$ cat config.mk
export PLATFORM = sky130hd
export DESIGN_NAME = ref_sin_phase_tracker_flat
export DESIGN_NICKNAME = d
export VERILOG_FILES = /design/src/rtl/ref_sin_phase_tracker_if.sv /design/src/rtl/ref_sin_phase_tracker.sv /design/src/flat_wrapper.sv
export SDC_FILE = /design/constraint.sdc
export NUM_CORES = 1
export LEC_CHECK = 0
export CAP_MARGIN = 0
export CELL_PAD_IN_SITES_DETAIL_PLACEMENT = 0
export CELL_PAD_IN_SITES_GLOBAL_PLACEMENT = 1
export CORE_ASPECT_RATIO = 1.5
export CORE_MARGIN = 3
export CORE_UTILIZATION = 40
export CTS_CLUSTER_DIAMETER = 40
export DETAILED_ROUTE_END_ITERATION = 16
export GPL_TIMING_DRIVEN = 0
export PLACE_DENSITY_LB_ADDON = 0.15
export SYNTH_ARGS = -nofsm -noshare
export SYNTH_HDL_FRONTEND = slang
export SYNTH_SLANG_ARGS = --single-unit
$ cat constraint.sdc
create_clock -name clock -period 5.4 [get_ports clock]
set_input_delay 1.62 -clock clock [delete_from_list [all_inputs] [get_ports clock]]
set_output_delay 1.62 -clock clock [all_outputs]
set_load 0.01 [all_outputs]
$ cat src/rtl/ref_sin_phase_tracker_if.sv
// Signal bundle between the synchrotron phase tracker and its environment:
// arm request, frequency word and booster reference in; phase, error and lock/kick status out.
interface ref_sin_phase_tracker_if;
   logic        readyToOutput;
   logic [31:0] freq;
   logic        phaseBusterRef;
   logic [15:0] phase;
   logic [31:0] phaseErr;
   logic        errValid;
   logic        locked;
   logic        kickerOn;
   logic        refLost;

   modport master (
      output readyToOutput, freq, phaseBusterRef,
      input  phase, phaseErr, errValid, locked, kickerOn, refLost
   );

   modport slave (
      input  readyToOutput, freq, phaseBusterRef,
      output phase, phaseErr, errValid, locked, kickerOn, refLost
   );
endinterface

$ cat src/rtl/ref_sin_phase_tracker.sv
// Synchrotron-side phase tracker: free-running phase accumulator, phase error capture at each
// booster reference edge, lock qualification and a fixed-width kicker pulse once locked.
module ref_sin_phase_tracker #(
   parameter logic [31:0] PHASE_TOL   = 32'h0100_0000,
   parameter int          LOCK_COUNT  = 4,
   parameter int          REF_TIMEOUT = 1048576,
   parameter int          KICK_WIDTH  = 16
) (
   input  logic                   clock,
   input  logic                   reset,
   ref_sin_phase_tracker_if.slave bus
);
   typedef enum logic [2:0] {
      ST_IDLE   = 3'd0,
      ST_ARMED  = 3'd1,
      ST_LOCKED = 3'd2,
      ST_FIRE   = 3'd3,
      ST_DONE   = 3'd4
   } state_t;

   localparam logic [3:0]  LOCK_TARGET = 4'(LOCK_COUNT);
   localparam logic [31:0] TIMER_LAST  = 32'(REF_TIMEOUT - 1);
   localparam logic [31:0] KICK_LAST   = 32'(KICK_WIDTH - 1);

   // Unsigned magnitude of a signed phase; the half-turn point maps onto itself.
   function automatic logic [31:0] phase_mag(input logic [31:0] value);
      logic [31:0] result;
      if (value[31]) begin
         result = ~value + 32'd1;
      end else begin
         result = value;
      end
      return result;
   endfunction

   state_t      state_r;
   state_t      state_s;
   logic [31:0] acc_r;
   logic        ref_prev_r;
   logic [31:0] phase_err_r;
   logic        err_valid_r;
   logic        locked_r;
   logic        locked_s;
   logic        kicker_on_r;
   logic        kicker_on_s;
   logic        ref_lost_r;
   logic        ref_lost_s;
   logic [3:0]  match_cnt_r;
   logic [3:0]  match_cnt_s;
   logic [31:0] timer_r;
   logic [31:0] timer_s;
   logic [31:0] kick_cnt_r;
   logic [31:0] kick_cnt_s;

   logic        ref_edge_s;
   logic        in_tol_s;
   logic [3:0]  match_inc_s;
   logic        timeout_s;
   logic        disarm_s;

   // Per-cycle event decode shared by the FSM and the capture path.
   always_comb begin
      ref_edge_s  = bus.phaseBusterRef & ~ref_prev_r;
      in_tol_s    = (phase_mag(acc_r) <= PHASE_TOL);
      match_inc_s = match_cnt_r + 4'd1;
      timeout_s   = ~ref_edge_s & (timer_r == TIMER_LAST);
      disarm_s    = (state_r != ST_IDLE) & ~bus.readyToOutput;
   end

   // FSM state register.
   always_ff @(posedge clock or posedge reset) begin
      if (reset) begin
         state_r <= ST_IDLE;
      end else begin
         state_r <= state_s;
      end
   end

   // FSM next-state logic; dropping the arm request overrides every other transition.
   always_comb begin
      state_s = state_r;
      if (disarm_s) begin
         state_s = ST_IDLE;
      end else begin
         case (state_r)
            ST_IDLE: begin
               if (bus.readyToOutput) begin
                  state_s = ST_ARMED;
               end else begin
                  state_s = ST_IDLE;
               end
            end
            ST_ARMED: begin
               if (ref_edge_s && in_tol_s && (match_inc_s == LOCK_TARGET)) begin
                  state_s = ST_LOCKED;
               end else begin
                  state_s = ST_ARMED;
               end
            end
            ST_LOCKED: begin
               if (ref_edge_s) begin
                  state_s = in_tol_s ? ST_FIRE : ST_ARMED;
               end else if (timeout_s) begin
                  state_s = ST_ARMED;
               end else begin
                  state_s = ST_LOCKED;
               end
            end
            ST_FIRE: begin
               if (kick_cnt_r == KICK_LAST) begin
                  state_s = ST_DONE;
               end else begin
                  state_s = ST_FIRE;
               end
            end
            ST_DONE: state_s = ST_DONE;
            default: state_s = ST_IDLE;
         endcase
      end
   end

   // FSM output logic: next values of lock/kick/lost flags and the qualification counters.
   always_comb begin
      locked_s    = locked_r;
      kicker_on_s = kicker_on_r;
      ref_lost_s  = ref_lost_r;
      match_cnt_s = match_cnt_r;
      timer_s     = timer_r;
      kick_cnt_s  = kick_cnt_r;
      if (disarm_s) begin
         locked_s    = 1'b0;
         kicker_on_s = 1'b0;
         match_cnt_s = 4'd0;
         timer_s     = 32'd0;
      end else begin
         case (state_r)
            ST_IDLE: begin
               locked_s    = 1'b0;
               kicker_on_s = 1'b0;
               match_cnt_s = 4'd0;
               timer_s     = 32'd0;
               if (bus.readyToOutput) begin
                  ref_lost_s = 1'b0;
               end else begin
                  ref_lost_s = ref_lost_r;
               end
            end
            ST_ARMED: begin
               if (ref_edge_s) begin
                  timer_s = 32'd0;
                  if (in_tol_s) begin
                     match_cnt_s = match_inc_s;
                     locked_s    = (match_inc_s == LOCK_TARGET);
                  end else begin
                     match_cnt_s = 4'd0;
                  end
               end else if (timeout_s) begin
                  ref_lost_s  = 1'b1;
                  locked_s    = 1'b0;
                  match_cnt_s = 4'd0;
                  timer_s     = 32'd0;
               end else begin
                  timer_s = timer_r + 32'd1;
               end
            end
            ST_LOCKED: begin
               if (ref_edge_s) begin
                  timer_s = 32'd0;
                  if (in_tol_s) begin
                     kicker_on_s = 1'b1;
                     kick_cnt_s  = 32'd0;
                  end else begin
                     locked_s    = 1'b0;
                     match_cnt_s = 4'd0;
                  end
               end else if (timeout_s) begin
                  ref_lost_s  = 1'b1;
                  locked_s    = 1'b0;
                  match_cnt_s = 4'd0;
                  timer_s     = 32'd0;
               end else begin
                  timer_s = timer_r + 32'd1;
               end
            end
            ST_FIRE: begin
               if (kick_cnt_r == KICK_LAST) begin
                  kicker_on_s = 1'b0;
               end else begin
                  kick_cnt_s = kick_cnt_r + 32'd1;
               end
            end
            ST_DONE: begin
               locked_s    = 1'b1;
               kicker_on_s = 1'b0;
            end
            default: begin
               locked_s    = 1'b0;
               kicker_on_s = 1'b0;
            end
         endcase
      end
   end

   // Registered status flags and qualification counters.
   always_ff @(posedge clock or posedge reset) begin
      if (reset) begin
         locked_r    <= 1'b0;
         kicker_on_r <= 1'b0;
         ref_lost_r  <= 1'b0;
         match_cnt_r <= 4'd0;
         timer_r     <= 32'd0;
         kick_cnt_r  <= 32'd0;
      end else begin
         locked_r    <= locked_s;
         kicker_on_r <= kicker_on_s;
         ref_lost_r  <= ref_lost_s;
         match_cnt_r <= match_cnt_s;
         timer_r     <= timer_s;
         kick_cnt_r  <= kick_cnt_s;
      end
   end

   // Free-running accumulator, reference edge history and phase error capture.
   always_ff @(posedge clock or posedge reset) begin
      if (reset) begin
         acc_r       <= 32'd0;
         ref_prev_r  <= 1'b0;
         phase_err_r <= 32'd0;
         err_valid_r <= 1'b0;
      end else begin
         acc_r       <= acc_r + bus.freq;
         ref_prev_r  <= bus.phaseBusterRef;
         err_valid_r <= ref_edge_s & (state_r != ST_IDLE);
         if (ref_edge_s && (state_r != ST_IDLE)) begin
            phase_err_r <= acc_r;
         end else begin
            phase_err_r <= phase_err_r;
         end
      end
   end

   assign bus.phase    = acc_r[31:16];
   assign bus.phaseErr = phase_err_r;
   assign bus.errValid = err_valid_r;
   assign bus.locked   = locked_r;
   assign bus.kickerOn = kicker_on_r;
   assign bus.refLost  = ref_lost_r;
endmodule

$ cat src/flat_wrapper.sv
// flat-port wrapper written by rule: the top's interface ports become plain ports
module ref_sin_phase_tracker_flat 
#(
   parameter logic [31:0] PHASE_TOL   = 32'h0100_0000,
   parameter int          LOCK_COUNT  = 4,
   parameter int          REF_TIMEOUT = 1048576,
   parameter int          KICK_WIDTH  = 16
)
  (clock, reset, bus_readyToOutput, bus_freq, bus_phaseBusterRef, bus_phase, bus_phaseErr, bus_errValid, bus_locked, bus_kickerOn, bus_refLost);
  ref_sin_phase_tracker_if bus_i ();
  input  logic clock;
  input  logic reset;
  input wire logic [$bits(bus_i.readyToOutput)-1:0] bus_readyToOutput;
  input wire logic [$bits(bus_i.freq)-1:0] bus_freq;
  input wire logic [$bits(bus_i.phaseBusterRef)-1:0] bus_phaseBusterRef;
  output wire logic [$bits(bus_i.phase)-1:0] bus_phase;
  output wire logic [$bits(bus_i.phaseErr)-1:0] bus_phaseErr;
  output wire logic [$bits(bus_i.errValid)-1:0] bus_errValid;
  output wire logic [$bits(bus_i.locked)-1:0] bus_locked;
  output wire logic [$bits(bus_i.kickerOn)-1:0] bus_kickerOn;
  output wire logic [$bits(bus_i.refLost)-1:0] bus_refLost;
  assign bus_i.readyToOutput = bus_readyToOutput;
  assign bus_i.freq = bus_freq;
  assign bus_i.phaseBusterRef = bus_phaseBusterRef;
  assign bus_phase = bus_i.phase;
  assign bus_phaseErr = bus_i.phaseErr;
  assign bus_errValid = bus_i.errValid;
  assign bus_locked = bus_i.locked;
  assign bus_kickerOn = bus_i.kickerOn;
  assign bus_refLost = bus_i.refLost;
  ref_sin_phase_tracker #(.PHASE_TOL(PHASE_TOL), .LOCK_COUNT(LOCK_COUNT), .REF_TIMEOUT(REF_TIMEOUT), .KICK_WIDTH(KICK_WIDTH)) u_core (.clock(clock), .reset(reset), .bus(bus_i));
endmodule
Yosys cells after proc, flatten, opt, wreduce, memory -nomap -nowiden
Cells that the tools add are included.
Widths: inputs -> output; s select.

word-level totals
  register bits = 140
  input bits = 36
  output and inout bits = 52
  word-level logic and storage cells = 101

operators by class
  $add $sub $neg = 5
  magnitude comparators = 1
  eq/ne operators = 20
  muxes and demuxes = 40
  bitwise operators = 9
  reduce and logical (&&, ||, !) cells = 15

operator list
  cell                   count
  $mux 32                7
  $pmux 32 s2            2
  $add 32x1->32 const B  3
  $add 32x32->32         1
  $eq 32x20->1 const B   1
  $eq 32x4->1 const B    1
  $le 32x25->1 const B   1
  $not 32->32            1
  $mux 4                 6
  $pmux 3 s5             1
  $mux 1                 14
  $pmux 4 s3             1
  $ne 2x1->1 const B     5
  $reduce_and 5->1       2
  $mux 3                 3
  $ne 3x1->1 const B     3
  $ne 4x4->1 const B     2
  $eq 3x2->1 const B     2
  $mux 2                 3
  $ne 2x2->1 const B     3
  $reduce_bool 3->1      2
  $add 4x1->4 const B    1
  $and 1x1->1            4
  $eq 4x3->1 const B     1
  other kinds (14)       20

Logic depth before layout (Yosys ltp)
  depth after elaboration = 9
  gate-level depth with buffers = 11
  mapped depth without buffers = 11

Least setup slack after synthesis
Ideal clock, no wire load.

  path kind = input to register
  start point = input port bus_freq[0]
  end point = register u_core.acc_r[30]
  setup time = 0.087 ns
  data arrival time = 3.761 ns
  required time = 5.313 ns
  setup slack = 1.552 ns
  stages on the path = 11
  buffers on the path = 0
  path through = ha_1 > inv_1 > fa_1 > nor2b_1 > o31a_1 > o211a_1 > nor4b_2 > o311ai_2 > a21oi_1 > or4_1 > o211ai_1

between the ends
  longest elaborated chain between the ends = 1

RTL lines
  what                  line                          source
  start, declared       flat_wrapper.sv:14            input wire logic [$bits(bus_i.freq)-1:0] bus_freq;
  $add 32x32->32        ref_sin_phase_tracker.sv:231  acc_r <= acc_r + bus.freq;
  end signal, assigned  ref_sin_phase_tracker.sv:231
  end, declared         ref_sin_phase_tracker.sv:38   logic [31:0] acc_r;

Every way passes these cells.
A chain may end at the register's enable or synchronous reset.

Worst setup path in the final report
Ends and elaborated chain as after synthesis.

==> flow_summary.toml <==
[status]
outcome = "completed"

[floorplanning]
die_w_um = 122
initial_utilization = 0.408
die_area_um2 = 22100
core_um2 = 19900
die_h_um = 180
io_pins = 88
num_rows = 63

[cells_and_area]
antenna_cells = 0
fin_nets = 1041
utilization = 0.501
area_growth_pct = 22.8
finalInstanceArea_um2 = 9960
drive_gt1_frac = 0.108

[synth]
ys_seq_area_frac = 0.432
synth-main-ff-cell = "dfrtp_1"
synth-async-reset-ratio = 1.00
synth_area_per_cell_um2 = 9.41
synth.distinct_cells = 70
ys_ff_latch = 140
syn_area_um2 = 8110
syn-num-nets = 934
ys_warn_count = 0
netlist_instances = 862
synth_edf_count = 0

[clocking]
clockBufferDepth = 2
holdBufCountCts = 0
htreeDepth = 4
numCtsBuffers = 17
clock-root-buffer = "clkbuf_16"
cts.clk_slew.worst_paths_ns = 0.06
worstSkewPairLatency_ns = 0.44
cts.sinks = 140
cts_tree = "done"
cts_setup_buffers = 0
cts_resized = 0

[setup_path]
crit_path_end_kind = "flip-flop"
cp-start-kind = "primary input"
arrival_ns = 4.67
r2r-end = "u_core.acc_r[30]"
max_stage_delay_ns = 0.52
rrSetupSlack_ns = 2.33
critPathKind = "in2reg"
crit_fanout = 4
crit_buf_inv = 2
crit_slowest_cell = "or4_1"
regToRegStartpoint = "u_core.acc_r[0]"
startpoint = "bus_freq[0]"
cp_cell_sequence = "clkdlybuf4s50_1 -> ha_1 -> inv_1 -> fa_1 -> nor2b_1 -> o31a_1 -> o211a_1 -> nor4b_2 -> o311ai_2 -> a21oi_1 -> or4_1 -> o211ai_1"
worstPathRequired_ns = 5.75
cp_top_family = "compound AO/OA/AOI/OAI gates"
r2r_cells = 11

[placed_design]
gp_congestion = 0.792
hpwl_mm = 15.1
portBuffers = 87
postPlaceCellArea_um2 = 9340

[timing]
min_period_ns = 4.32
slew_headroom = 0.480
setup_tns_ns = 0
setup_violations = 0
finalHoldViolCount = 0
skew_ns = 0.00724
fin_crit_sh = 0.801
worst_pin_slew_ns = 0.770
fmax_mhz = 231
rsz0062_at_grt = "false"
slew_violations = 0

[power]
switching_power_mw = 1.66
seq_power_share = 0.328
ir_drop_v = 0.000263
p_per_area_nw_per_um2 = 476
fin_total_pwr_mw = 4.74
total_leakage_power_nw = 4.18
swShare = 0.350
clockPowerShare = 0.258
combPwrFrac = 0.414
internal-power_mw = 3.08

[global_route]
grt_usage = 0.197
grt_overflow = 0
grt_pass1_vias = 7119
antenna_found_initial = 0
grt_max_degree = 82
grt_pass1_wl_mm = 34.8

[detailed_routing]
ant_nets = 0
via_per_inst = 5.51
met2_wirelength_mm = 11.3
wl_met3_um = 802
wl_per_cell_um = 16.8
vias = 6848
initialDrtViolationCount = 382
routed_wl_mm = 20.9
drcViolationCount = 0
top_layer_used = "met4"
wl_met1_mm = 8.48
drtPass1Iterations = 5

[min_path]
min_from = "u_core.timer_r[17]"
hold_end = "u_core.timer_r[17]"
hold_depth = 1
hold_class = "reg2reg"

[run]
cap_violations = 0
==> worst register-to-register path, cell delays in order, from the launching register on <==
cell      delay (ns)
dfrtp_1         0.38
ha_1            0.19
inv_1           0.06
fa_1            0.40
nor2b_1         0.18
o31a_1          0.24
o211a_1         0.26
nor4b_2         0.08
o311ai_2        0.41
a21oi_1         0.18
or4_1           0.52
o211ai_1        0.10
==> final cells by class <==
type / instances / area, µm²
multi-input cells: 654 / 4290
well taps: 260 / 325
inverters: 26 / 103
fillers: 1927 / 9910
clock inverters: 9 / 109
clock buffers: 23 / 508
plain buffers: 42 / 223
repair buffers: 88 / 898
flip-flops and latches: 140 / 3500
==> power groups by stage <==
stage | Sequential (mW) | Clock [mW] | Combinational [mW]
floorplan | 1.56 | 0 | 1.24
global placement | 1.57 | 0 | 1.95
detailed placement | 1.57 | 0 | 1.96
CTS | 1.56 | 1.25 | 1.98
global route | 1.59 | 1.29 | 2.16
finish | 1.55 | 1.22 | 1.96
==> worst max-delay path by stage <==
stage / endpoint / cells after the start
after CTS: u_core.acc_r[30] / 12
after floorplan: u_core.acc_r[0] / 1
after detailed placement: u_core.acc_r[30] / 12
after global placement: u_core.timer_r[6] / 2
after global routing: u_core.acc_r[30] / 12
final: u_core.acc_r[30] / 12
==> synth_stat cells (16+ instances only) <==
cell type | number | area [µm²]
dfrtp_1 | 140 | 3500
and3_1 | 21 | 131
a21oi_1 | 44 | 220
o31ai_1 | 17 | 128
mux2_2 | 33 | 372
nand4_1 | 20 | 125
nor4_1 | 20 | 125
xor2_1 | 27 | 236
nor2_1 | 79 | 297
inv_1 | 25 | 93.8
o21ai_0 | 80 | 400
xnor2_1 | 20 | 175
clkbuf_1 | 20 | 75.1
nand2_1 | 68 | 255
buf_4 | 16 | 120
nand3_1 | 32 | 160
ha_1 | 35 | 438
a31oi_1 | 18 | 113
==> through the flow <==
step                hold slack, ns  instances  worst slack [ns]
floorplan                    0.445        862            0.0271
finish                       0.486       1242              1.08
global placement             0.472       1209             -2.29
global route                 0.522       1242             0.885
detailed placement           0.469       1210             0.572
CTS                          0.480       1242              1.03
==> sequential cells by signal (all words and copies together), names as in the netlist <==
| signal | count |
|---|---|
| u_core.ref_prev_r | 1 |
| u_core.state_r | 3 |
| u_core.bus.errValid | 1 |
| u_core.kick_cnt_r | 32 |
| u_core.timer_r | 32 |
| u_core.bus.kickerOn | 1 |
| u_core.bus.refLost | 1 |
| u_core.match_cnt_r | 4 |
| u_core.bus.locked | 1 |
| u_core.acc_r | 32 |
| u_core.bus.phaseErr | 32 |
==> layer usage <==
metal,vias to the layer above,global-route usage
met1,3353,0.221
met5,-,0
met4,0,0.0623
li1,3365,-
met2,105,0.360
met3,25,0.0496
==> cells by family (layout without fill, tap and decap cells) <==
logic type                 after synthesis  in the layout  synth area share
adders and majority gates               36             36            0.0565
and+or+nand+nor                        311            311             0.199
buffers and inverters                   68            188            0.0395
AOI/OAI and AO/OA                      227            227             0.177
xor gates and xnor gates                47             47            0.0508
DFF                                    140            140             0.432
muxes                                   33             33            0.0458
==> cell usage in the layout, fill, tap and decap left out, types with 16 or more instances in the layout <==
master / n
mux2_2: 33
a31oi_1: 18
ha_1: 35
clkbuf_1: 20
inv_1: 24
clkdlybuf4s50_1: 87
a21oi_1: 44
dfrtp_1: 140
nand2_1: 68
buf_4: 16
nor4_1: 20
o31ai_1: 17
xor2_1: 27
and3_1: 21
nand3_1: 32
clkbuf_16: 17
o21ai_0: 80
nor2_1: 79
nand4_1: 20
xnor2_1: 20
Note: power is estimated with default switching activity, not from simulation.
